File: config.mk
export PLATFORM = sky130hd
export DESIGN_NAME = instruction_fetch
export DESIGN_NICKNAME = d
export VERILOG_FILES = /design/src/rtl/instruction_fetch.sv
export SDC_FILE = /design/constraint.sdc
export NUM_CORES = 1
export LEC_CHECK = 0
export CORE_ASPECT_RATIO = 1.5
export CORE_MARGIN = 3
export CORE_UTILIZATION = 40
export CTS_CLUSTER_DIAMETER = 40
export DETAILED_ROUTE_END_ITERATION = 10
export PLACE_DENSITY = 0.72
export SYNTH_ARGS = -nofsm -noshare
export SYNTH_HDL_FRONTEND = slang
export SYNTH_SLANG_ARGS = --single-unit
File: constraint.sdc
create_clock -name clk -period 5.8 [get_ports clk]
set_input_delay 1.16 -clock clk [delete_from_list [all_inputs] [get_ports clk]]
set_output_delay 1.16 -clock clk [all_outputs]
set_load 0.03 [all_outputs]
File: src/rtl/instruction_fetch.sv
// Instruction fetch unit: owns the PC, reads one 16-bit word per request over a
// mem_rd/mem_ready handshake and strobes it into the instruction register.
module instruction_fetch #(
    parameter int unsigned            ADDR_W   = 8,
    parameter logic [ADDR_W-1:0]      RESET_PC = '0,
    parameter logic [3:0]             HALT_OP  = 4'hF,
    parameter int unsigned            WAIT_MAX = 15
) (
    input  logic              clk,
    input  logic              clr_n,
    input  logic              start,
    input  logic              branch,
    input  logic [ADDR_W-1:0] branch_addr,
    output logic [ADDR_W-1:0] mem_addr,
    output logic              mem_rd,
    input  logic              mem_ready,
    input  logic [15:0]       mem_data,
    output logic [15:0]       ir_data,
    output logic              ir_ls,
    output logic [3:0]        opcode,
    output logic [ADDR_W-1:0] pc,
    output logic              busy,
    output logic              done,
    output logic              halted,
    output logic              error
);

    typedef enum logic [1:0] {
        S_IDLE,
        S_RD,
        S_LOAD,
        S_HALT
    } state_t;

    localparam logic [7:0] L_LAST_WAIT = 8'(WAIT_MAX - 1);

    state_t            r_state;
    state_t            w_next;
    logic [ADDR_W-1:0] r_pc;
    logic [15:0]       r_ir;
    logic [7:0]        r_cnt;
    logic              r_error;
    logic              w_timeout;

    // Timeout fires on the last permitted RD cycle that still has no ready.
    assign w_timeout = (r_state == S_RD) && !mem_ready && (r_cnt == L_LAST_WAIT);

    always_ff @(posedge clk or negedge clr_n) begin
        if (!clr_n) begin
            r_state <= S_IDLE;
        end else begin
            r_state <= w_next;
        end
    end

    always_comb begin
        w_next = r_state;
        case (r_state)
            S_IDLE: begin
                if (!branch && start) begin
                    w_next = S_RD;
                end
            end
            S_RD: begin
                if (mem_ready) begin
                    w_next = S_LOAD;
                end else if (w_timeout) begin
                    w_next = S_IDLE;
                end
            end
            S_LOAD: begin
                w_next = (r_ir[15:12] == HALT_OP) ? S_HALT : S_IDLE;
            end
            S_HALT: begin
                w_next = S_HALT;
            end
            default: begin
                w_next = S_IDLE;
            end
        endcase
    end

    always_ff @(posedge clk or negedge clr_n) begin
        if (!clr_n) begin
            r_pc    <= RESET_PC;
            r_ir    <= '0;
            r_cnt   <= '0;
            r_error <= 1'b0;
        end else begin
            r_error <= w_timeout;
            case (r_state)
                S_IDLE: begin
                    if (branch) begin
                        r_pc <= branch_addr;
                    end else if (start) begin
                        r_cnt <= '0;
                    end
                end
                S_RD: begin
                    if (mem_ready) begin
                        r_ir <= mem_data;
                        r_pc <= r_pc + ADDR_W'(1);
                    end else begin
                        r_cnt <= r_cnt + 8'd1;
                    end
                end
                default: begin
                end
            endcase
        end
    end

    assign mem_addr = r_pc;
    assign pc       = r_pc;
    assign ir_data  = r_ir;
    assign opcode   = r_ir[15:12];
    assign mem_rd   = (r_state == S_RD);
    assign ir_ls    = (r_state == S_LOAD);
    assign done     = (r_state == S_LOAD) && (r_ir[15:12] != HALT_OP);
    assign busy     = (r_state == S_RD) || (r_state == S_LOAD);
    assign halted   = (r_state == S_HALT);
    assign error    = r_error;

endmodule
Word level (Yosys, flattened, before mapping):

Index checks and enable logic that the tools add are counted.

* register bits after elaboration: 35
* input port bits: 29
* output and inout port bits: 42
* word-level logic and storage cells: 45

* add/subtract/negate cells: 2
* eq/ne operators: 13
* mux-type cells: 12
* reduce and logical (&&, ||, !) cells: 13

Operators with widths (number)
* 2-to-1 mux 8 bit: 5
* case mux 8 bit (2 select lines): 2
* adder 8 x 1 -> 8 bit, second input constant: 2
* inequality test 2 bit, second input constant: 5
* == test 8 x 4 -> 1 bit, second input constant: 1
* 2-to-1 mux 2 bit: 4
* case mux 2 bit (4 select lines): 1
* == test 2 bit, second input constant: 2
* == test 4 bit, second input constant: 1
* logical AND 1 bit: 4
* inequality test 4 bit, second input constant: 1
* AND reduction 2 bit: 2
* AND reduction 4 bit: 1
* inequality test 3 x 1 -> 1 bit, second input constant: 1
* AND reduction 3 bit: 1
* == test 2 x 1 -> 1 bit, second input constant: 1
* zero test 1 bit: 2
* zero test 2 bit: 1
* inequality test 2 x 1 -> 1 bit, second input constant: 1
* nonzero test 2 bit: 1
* logical OR 1 bit: 1

Longest topological paths before layout:

Gate-level depths: netlist (run 1).

* word-level depth: 6
* mapped depth: 7
* depth with buffers taken out: 6

Worst setup path after synthesis (run 1):

No wires, ideal clock.

* path type: register to output
* from: register r_state[0]
* to: output port done
* arrival: 1.341 ns
* data required time: 4.640 ns
* slack: 3.299 ns
* stages on the path, launching flop included: 4
* path through: dfrtp_1 > inv_1 > ha_1 > nor2b_1

* longest elaborated chain between the ends: 2

RTL lines
* start, declared: RTL line 37 `state_t r_state;`
* start signal, assigned: RTL line 52 `r_state <= w_next;`
* == test 2 bit
* named net ir_ls: RTL line 19 `output logic ir_ls,`
* logical AND 1 bit: RTL line 119 `assign done = (r_state == S_LOAD) && (r_ir[15:12] != HALT_OP);`
* end, declared: RTL line 23 `output logic done,`

The timed path passes the listed nets, and every way through them passes these cells.

Worst setup path in the final report (run 1):

* from: register r_state[1]
* to: output port mem_rd

* longest elaborated chain between the ends: 1

RTL lines
* == test 2 x 1 -> 1 bit: RTL line 117 `assign mem_rd = (r_state == S_RD);`
* end, declared: RTL line 15 `output logic mem_rd,`

Every way passes these cells.

==> flow_metrics.env, run 1 <==
export IMPL_status="complete, no violations"
export IMPL_ys_types=45
export IMPL_drt_iter0_markers=50
export IMPL_fillers=394
export IMPL_avgRoutedWirePerCell_um=13.7
export IMPL_p_per_area_mw_per_mm2=172
export IMPL_vdd_ir_drop_worst_mv=0.139
export IMPL_cp_arrival_ns=2.27
export IMPL_io_pin_count=71
export IMPL_total_leakage_power_uw=0.00111
export IMPL_tns_ns=0
export IMPL_final_layout_size_suffix_gt1_share_pct=12.5
export IMPL_yosysWarnings=0
export IMPL_dp_hpwl_um=3150
export IMPL_die_area_sq_mm=0.00563
export IMPL_synth_area_leader_cell="dfrtp_1"
export IMPL_p_sw_share_pct=19.5
export IMPL_netlist_area_sq_mm=0.00190
export IMPL_htree_levels=2
export IMPL_synth_seq_cells=35
export IMPL_pre_cts_slack_ns=2.60
export IMPL_yosys_top_cells_count="35 x dfrtp_1, 18 x mux2_2, 12 x buf_4"
export IMPL_wl_um=4180
export IMPL_synth_seq_area_share_pct=46.1
export IMPL_synthDominantCellAreaShare_pct=46.1
export IMPL_synth_nets=214
export IMPL_ys_top_cells_by_area="dfrtp_1 46%, mux2_2 11%, buf_4 4.7%"
export IMPL_place_gp_congestion=0.798
export IMPL_ant_nets=0
export IMPL_finalMaxSlewViolations=0
export IMPL_grt_max_degree=36
export IMPL_hp_class="reg2reg"
export IMPL_dr_total_vias=1543
export IMPL_hold_violations=0
export IMPL_rows=30
export IMPL_synth_most_common_cell="dfrtp_1"
export IMPL_cts_resized=0
export IMPL_route_detailed_drc=0
export IMPL_syn2layout_area_growth_pct=40.1
export IMPL_synthArstFlopShare_pct=100
export IMPL_period_share_pct=59.2
export IMPL_power_internal_uw=370
export IMPL_start_util_pct=41.8
export IMPL_antenna_found_initial=0
export IMPL_relSlewSlack_pct=38.9
export IMPL_finalCriticalPeriod_ns=3.43
export IMPL_drv_cap=0
export IMPL_synth_ff_type="dfrtp_1"
export IMPL_grt_overflow=0
export IMPL_path_clk_slew_ns=0.07
export IMPL_cts_hold_buf=0
export IMPL_track_usage_pct=14.8
export IMPL_cts_setup_buffers=0
export IMPL_port_buffers=70
export IMPL_crit_fanout=22
export IMPL_p_seq_share_pct=53.1
export IMPL_p_comb_share_pct=5.6
export IMPL_syn_inst=178
export IMPL_final_setup_skew_ns=0.00637
export IMPL_synth_edff_count=0
export IMPL_setup_ws_ns=2.37
export IMPL_switchingPower_uw=89.3
export IMPL_cts_tree="built"
export IMPL_antenna_cells=0
export IMPL_setup_viol=0
export IMPL_tightest_slew_ns=0.914
export IMPL_die_height_um=90.4
export IMPL_root_buffer="clkbuf_8"
export IMPL_critical_path_class="reg2out"
export IMPL_grt_pass1_vias=1446
export IMPL_rsz0062_at_grt="no"
export IMPL_clk_latency_ns=0.28
export IMPL_clock_path_buffers=2
export IMPL_worstSetupEndpointType="output port"
export IMPL_core_sq_mm=0.00454
export IMPL_cts_sinks=35
export IMPL_grt_pass1_wl_um=6780
export IMPL_firstDrtPassIters=4
export IMPL_pwr_share_clk_pct=41.3
export IMPL_routed_via_density=5.08
export IMPL_final_nets=275
export IMPL_fmax_mhz=291
export IMPL_syn_area_per_cell_sq_um=10.7
export IMPL_required_ns=4.64
export IMPL_die_w_um=62.3
export IMPL_numCtsBuffers=5
export IMPL_worstSetupStartpointType="register"
-- area by class of cell --
class | count | area, sq um | share of cell area (%)
Multi-Input combinational cell | 119 | 872 | 32.8
Sequential cell | 35 | 876 | 32.9
Inverter | 7 | 26.3 | 0.987
Timing Repair Buffer | 71 | 708 | 26.6
Tap cell | 64 | 80.1 | 3.01
Clock buffer | 8 | 100 | 3.76
-- worst max-delay path: stages (launching register included) --
cell	delay, ns
dfrtp_1	0.41
inv_1	0.09
ha_1	0.68
clkdlybuf4s50_1	0.82
-- cells by family after synthesis --
kind of cell	after synthesis	share of synthesized area [%]
compound gates	32	10.9
flops	35	46.1
fa+ha+maj	7	4.61
buf+inv	24	8.03
mux	21	12.2
simple gates	59	18.1
-- per-stage QoR --
stage	area [sq um]	power, uW	hold WS, ns	std cells	utilization, %
after floorplan	1900	250	0.521	178	-
after global placement	2560	275	0.489	296	56.4
after detailed placement	2560	275	0.495	296	56.4
after CTS	2660	467	0.511	304	58.6
after global routing	2660	478	0.529	304	58.6
final	2660	459	0.506	304	58.6
-- power groups by stage --
stage / clock network, uW / logic [uW] / registers, uW
floorplan: 0 / 1.45 / 249
global placement: 0 / 26.3 / 249
detailed placement: 0 / 26.2 / 249
CTS: 196 / 26.4 / 244
global route: 206 / 28.2 / 244
finish: 190 / 25.7 / 244
-- routing by layer --
layer / GRT usage [%] / vias to the layer above / share of wire, %
met5: 0 / - / 0
li1: - / 759 / -
met3: 3.36 / 4 / 4.6
met2: 26.8 / 41 / 55
met1: 16.9 / 739 / 40
met4: 4.97 / 0 / 0.91
-- final timing paths --
path                                             start  cells after the start  slack [ns]                 endpoint
worst max-delay path            r_state[1]$_DFFE_PN0P_                      3        2.37                   mem_rd
worst min-delay path            ir_data[5]$_DFFE_PN0P_                      1        0.51   ir_data[5]$_DFFE_PN0P_
worst max register to register  r_state[1]$_DFFE_PN0P_                      6        3.03     r_cnt[6]$_DFFE_PN0P_
worst min register to register  ir_data[5]$_DFFE_PN0P_                      1        0.51   ir_data[5]$_DFFE_PN0P_
max in group asynchronous                        clr_n                      2        4.19   r_state[1]$_DFFE_PN0P_
min in group asynchronous                        clr_n                      2        1.29  mem_addr[6]$_DFFE_PN0P_
-- flip-flops by register name, summed over array words and instances, names as in the netlist --
| register | cells |
|---|---|
| r_cnt | 8 |
| r_state | 2 |
| error | 1 |
| ir_data | 16 |
| mem_addr | 8 |
-- placed cells by master (no fill, tap or decap), drive strengths merged, types with 3 or more instances in the layout --
master and instances:
nor2b 4, inv 7, mux2 18, nand3 10, o21ai 10, nand2 12, nand2b 3, a21oi 8
or3 3, ha 7, clkdlybuf4s50 70, nor2 8, clkbuf 8, mux2i 3, nand4 3, dfrtp 35
(Power assumes the default switching activity.)
==> run 2, diff against run 1 <==
==> constraint.sdc (replaced) <==
create_clock -name clk -period 3.3 [get_ports clk]
set_input_delay 0.66 -clock clk [delete_from_list [all_inputs] [get_ports clk]]
set_output_delay 0.66 -clock clk [all_outputs]
set_load 0.03 [all_outputs]
==> flow_metrics.env, run 2 (synthesis gave the netlist of run 1 again) <==
export IMPL_status="complete, no violations"
export IMPL_required_ns=2.64
export IMPL_die_height_um=90.4
export IMPL_crit_fanout=3
export IMPL_r2r_cells=6
export IMPL_cts_hold_buf=0
export IMPL_final_nets=278
export IMPL_avgRoutedWirePerCell_um=13.7
export IMPL_total_leakage_power_uw=0.00111
export IMPL_cp_top_family="buffers and inverters"
export IMPL_antenna_cells=0
export IMPL_hp_class="reg2reg"
export IMPL_largest_reg_flops=16
export IMPL_hold_violations=0
export IMPL_worstSetupStartpointType="register"
export IMPL_finalCriticalPeriod_ns=2.46
export IMPL_rsz0062_at_grt="no"
export IMPL_die_w_um=62.3
export IMPL_cts_setup_buffers=0
export IMPL_finalMaxSlewViolations=0
export IMPL_vdd_ir_drop_worst_mv=0.286
export IMPL_critical_path_class="reg2out"
export IMPL_htree_levels=2
export IMPL_grt_pass1_vias=1477
export IMPL_dp_hpwl_um=3220
export IMPL_drt_iter0_markers=90
export IMPL_min_path_cells=1
export IMPL_min_to="ir_data[3]$_DFFE_PN0P_"
export IMPL_cp_slowest_cell="clkdlybuf4s50_1"
export IMPL_max_stage_delay_ns=0.69
export IMPL_grt_overflow=0
export IMPL_relSlewSlack_pct=63.5
export IMPL_antenna_found_initial=0
export IMPL_setup_viol=0
export IMPL_crit_chain="inv_1, ha_1, nor2b_1, clkdlybuf4s50_1"
export IMPL_track_usage_pct=15.2
export IMPL_final_layout_size_suffix_gt1_share_pct=13.6
export IMPL_fmax_mhz=407
export IMPL_fillers=389
export IMPL_critPathLaunch="r_state[0]$_DFFE_PN0P_"
export IMPL_place_gp_congestion=0.816
export IMPL_timing_rr_start="r_state[0]$_DFFE_PN0P_"
export IMPL_dr_total_vias=1534
export IMPL_cp_buffers_inverters=2
export IMPL_p_per_area_mw_per_mm2=288
export IMPL_stdcell_count=307
export IMPL_core_sq_mm=0.00454
export IMPL_hold_start="ir_data[3]$_DFFE_PN0P_"
export IMPL_rows=30
export IMPL_routed_via_density=5.00
export IMPL_clk_latency_ns=0.28
export IMPL_clock_path_buffers=2
export IMPL_path_clk_slew_ns=0.07
export IMPL_cts_resized=0
export IMPL_r2r_end="mem_addr[4]$_DFFE_PN0P_"
export IMPL_ant_nets=0
export IMPL_start_util_pct=41.8
export IMPL_root_buffer="clkbuf_8"
export IMPL_regToRegSetupSlack_ns=1.16
export IMPL_firstDrtPassIters=4
export IMPL_die_area_sq_mm=0.00563
export IMPL_period_share_pct=74.5
export IMPL_final_setup_skew_ns=0.00843
export IMPL_worstSetupEndpointType="output port"
export IMPL_wl_um=4210
export IMPL_dp_cells=299
export IMPL_cts_tree="built"
export IMPL_port_buffers=70
export IMPL_tightest_slew_ns=0.534
export IMPL_syn2layout_area_growth_pct=40.5
export IMPL_io_pin_count=71
export IMPL_cp_arrival_ns=1.80
export IMPL_route_detailed_drc=0
export IMPL_final_cell_mix="70 x clkdlybuf4s50_1, 35 x dfrtp_1, 18 x mux2_2"
export IMPL_numCtsBuffers=5
export IMPL_final_common_cell="clkdlybuf4s50_1"
export IMPL_grt_max_degree=36
export IMPL_grt_pass1_wl_um=6820
export IMPL_tns_ns=0
export IMPL_cts_sinks=35
export IMPL_drv_cap=0
## run 2: metrics by stage
stage / power (uW) / utilization, % / setup slack [ns] / cell area, sq um / hold WS, ns
6_report: 770 / 58.8 / 0.842 / 2670 / 0.511
5_1_grt: 805 / 58.8 / 0.753 / 2670 / 0.533
4_1_cts: 786 / 58.8 / 0.822 / 2670 / 0.516
3_5_place_dp: 484 / 56.9 / 0.870 / 2580 / 0.499
3_3_place_gp: 483 / 56.9 / 0.892 / 2580 / 0.489
2_1_floorplan: 440 / - / 1.18 / 1900 / 0.364
## run 2: how the worst max path moves through the flow
stage | endpoint | slack, ns | depth (start not counted)
after floorplan | r_cnt[7]$_DFFE_PN0P_ | 1.18 | 7
after global placement | r_cnt[7]$_DFFE_PN0P_ | 0.89 | 5
after detailed placement | r_cnt[7]$_DFFE_PN0P_ | 0.87 | 5
after CTS | done | 0.82 | 4
after global routing | done | 0.75 | 4
final | done | 0.84 | 4
## run 2: area by class of cell
| type | count | area, sq um | share of cell area, % |
|---|---|---|---|
| tap | 64 | 80.1 | 3.00 |
| timing repair buffer | 74 | 731 | 27.4 |
| multi-input combinational | 119 | 872 | 32.7 |
| clock inverter | 2 | 12.5 | 0.469 |
| clock buffer | 6 | 72.6 | 2.72 |
| sequential | 35 | 876 | 32.8 |
| inverter | 7 | 26.3 | 0.984 |
## run 2: layer usage
metal  GRT usage [%]  vias to the layer above  share of wire, %
li1                -                      760                 -
met2            27.0                       36                54
met1            17.0                      734                41
met4            7.00                        0               1.4
met3            3.36                        4               3.7
met5               0                        -                 0
## run 2: report_power, final
group / switching, uW / total (uW) / internal [uW]
Combinational: 14.6 / 45.5 / 30.9
Clock: 149 / 296 / 147
Sequential: 0 / 429 / 429
Total: 163 / 770 / 607
==> run 3, diff against run 2 <==
--- a/config.mk
+++ b/config.mk
@@ -10,7 +10,7 @@
 export CORE_UTILIZATION = 40
 export CTS_CLUSTER_DIAMETER = 40
 export DETAILED_ROUTE_END_ITERATION = 10
-export PLACE_DENSITY = 0.72
+export PLACE_DENSITY = 0.75
 export SYNTH_ARGS = -nofsm -noshare
 export SYNTH_HDL_FRONTEND = slang
 export SYNTH_SLANG_ARGS = --single-unit
==> constraint.sdc (replaced) <==
create_clock -name clk -period 2.2 [get_ports clk]
set_input_delay 0.44 -clock clk [delete_from_list [all_inputs] [get_ports clk]]
set_output_delay 0.44 -clock clk [all_outputs]
set_load 0.03 [all_outputs]
==> flow_metrics.env, run 3 (synthesis gave the netlist of run 1 again) <==
export IMPL_place_gp_congestion=0.789
export IMPL_tns_ns=0
export IMPL_max_stage_delay_ns=0.70
export IMPL_fillers=388
export IMPL_r2r_cells=6
export IMPL_antenna_found_initial=0
export IMPL_cts_sinks=35
export IMPL_finalCriticalPeriod_ns=2.12
export IMPL_port_buffers=70
export IMPL_final_nets=283
export IMPL_crit_chain="inv_1, ha_1, clkdlybuf4s50_1"
export IMPL_final_setup_skew_ns=0.00706
export IMPL_cp_arrival_ns=1.68
export IMPL_final_common_cell="clkdlybuf4s50_1"
export IMPL_final_cell_mix="67 x clkdlybuf4s50_1, 35 x dfrtp_1, 18 x mux2_2"
export IMPL_track_usage_pct=15.3
export IMPL_hp_class="reg2reg"
export IMPL_io_pin_count=71
export IMPL_crit_cells=3
export IMPL_ant_nets=0
export IMPL_period_share_pct=96.5
export IMPL_die_w_um=62.3
export IMPL_regToRegSetupSlack_ns=0.11
export IMPL_core_sq_mm=0.00454
export IMPL_min_path_cells=1
export IMPL_worstSetupStartpointType="register"
export IMPL_status="complete, no violations"
export IMPL_p_per_area_mw_per_mm2=467
export IMPL_htree_levels=2
export IMPL_hold_start="ir_data[5]$_DFFE_PN0P_"
export IMPL_p_total_uw=1270
export IMPL_route_detailed_drc=0
export IMPL_crit_fanout=3
export IMPL_grt_overflow=0
export IMPL_cts_tree="built"
export IMPL_relSlewSlack_pct=69.3
export IMPL_seq_area_sq_um=876
export IMPL_antenna_cells=0
export IMPL_wl_um=4280
export IMPL_root_buffer="clkbuf_8"
export IMPL_fmax_mhz=471
export IMPL_firstDrtPassIters=4
export IMPL_setup_ws_ns=0.0781
export IMPL_grt_pass1_wl_um=6950
export IMPL_start_util_pct=41.8
export IMPL_dp_hpwl_um=3200
export IMPL_hold_violations=0
export IMPL_setup_viol=0
export IMPL_syn2layout_area_growth_pct=43.4
export IMPL_avgRoutedWirePerCell_um=13.8
export IMPL_pre_cts_slack_ns=0.0138
export IMPL_clk_latency_ns=0.29
export IMPL_drt_iter0_markers=50
export IMPL_die_height_um=90.4
export IMPL_numCtsBuffers=5
export IMPL_cp_top_family="buffers and inverters"
export IMPL_grt_max_degree=36
export IMPL_grt_pass1_vias=1496
export IMPL_finalMaxSlewViolations=0
export IMPL_rsz0062_at_grt="no"
export IMPL_critical_path_class="reg2out"
export IMPL_timing_rr_start="r_state[1]$_DFFE_PN0P_"
export IMPL_vdd_ir_drop_worst_mv=0.344
export IMPL_dr_total_vias=1556
export IMPL_path_clk_slew_ns=0.06
export IMPL_worstSetupEndpointType="output port"
export IMPL_r2r_end="r_cnt[7]$_DFFE_PN0P_"
export IMPL_die_area_sq_mm=0.00563
export IMPL_final_layout_size_suffix_gt1_share_pct=15.8
export IMPL_holdWs_ns=0.506
export IMPL_cp_slowest_cell="clkdlybuf4s50_1"
export IMPL_tightest_slew_ns=0.460
export IMPL_min_to="ir_data[5]$_DFFE_PN0P_"
export IMPL_clock_path_buffers=2
export IMPL_required_ns=1.76
export IMPL_routed_via_density=5.00
export IMPL_total_leakage_power_uw=0.00117
export IMPL_multiInputGateArea_sq_um=875
export IMPL_largest_reg_flops=16
export IMPL_cp_buffers_inverters=2
export IMPL_drv_cap=0
export IMPL_rows=30
run 3: worst max-delay path by stage:
stage / start / to / slack, ns
global placement: start / r_cnt[7]$_DFFE_PN0P_ / 0.07
global route: r_state[1]$_DFFE_PN0P_ / r_cnt[7]$_DFFE_PN0P_ / 0.007
CTS: r_state[1]$_DFFE_PN0P_ / busy / 0.04
detailed placement: branch / r_cnt[7]$_DFFE_PN0P_ / 0.01
floorplan: r_state[1]$_DFFE_PN0P_ / r_cnt[7]$_DFFE_PN0P_ / 0.08
finish: r_state[0]$_DFFE_PN0P_ / ir_ls / 0.08
run 3: metrics by stage:
step	utilization, %	std cells	instance area, sq um
finish	60.0	311	2730
global route	60.0	311	2730
CTS	59.9	311	2720
detailed placement	57.7	304	2620
global placement	57.7	304	2620
floorplan	-	178	1900
run 3: repair_timing:
| action | CTS | global route |
|---|---|---|
| cloned | 0 | 0 |
| resized for setup | 1 | 2 |
| setup endpoints to repair | 1 | 3 |
| hold buffers | 0 | 0 |
| setup buffers | 0 | 0 |
run 3: area by class of cell:
class                   instances  share of cell area [%]
clock buffers                   6                    2.66
clock inverters                 1                    1.10
inverters                       7                   0.964
multi-input cells             119                    32.1
flip-flops and latches         35                    32.1
well taps                      64                    2.94
repair buffers                 79                    28.1
run 3: worst reg2reg max path: cells and delay by family (launching register included):
family | cells | cell delay, ns
adders and majority gates | 1 | 0.38
DFF | 1 | 0.42
AOI/OAI and AO/OA | 2 | 0.58
and+or+nand+nor | 2 | 0.56
buffers and inverters | 1 | 0.09
run 3: power by group:
group / switching (uW) / internal, uW / leakage (uW)
clock: 227 / 332 / 0.0000513
sequential: 0 / 643 / 0.000447
combinational: 22.9 / 48.6 / 0.000672
run 3: routing by layer:
layer / GRT usage, % / share of wire [%] / up-vias
met1: 17.4 / 40 / 742
met4: 7.18 / 2.1 / 0
met2: 27.2 / 54 / 38
met5: 0 / 0 / -
li1: - / - / 768
met3: 2.99 / 3.4 / 8
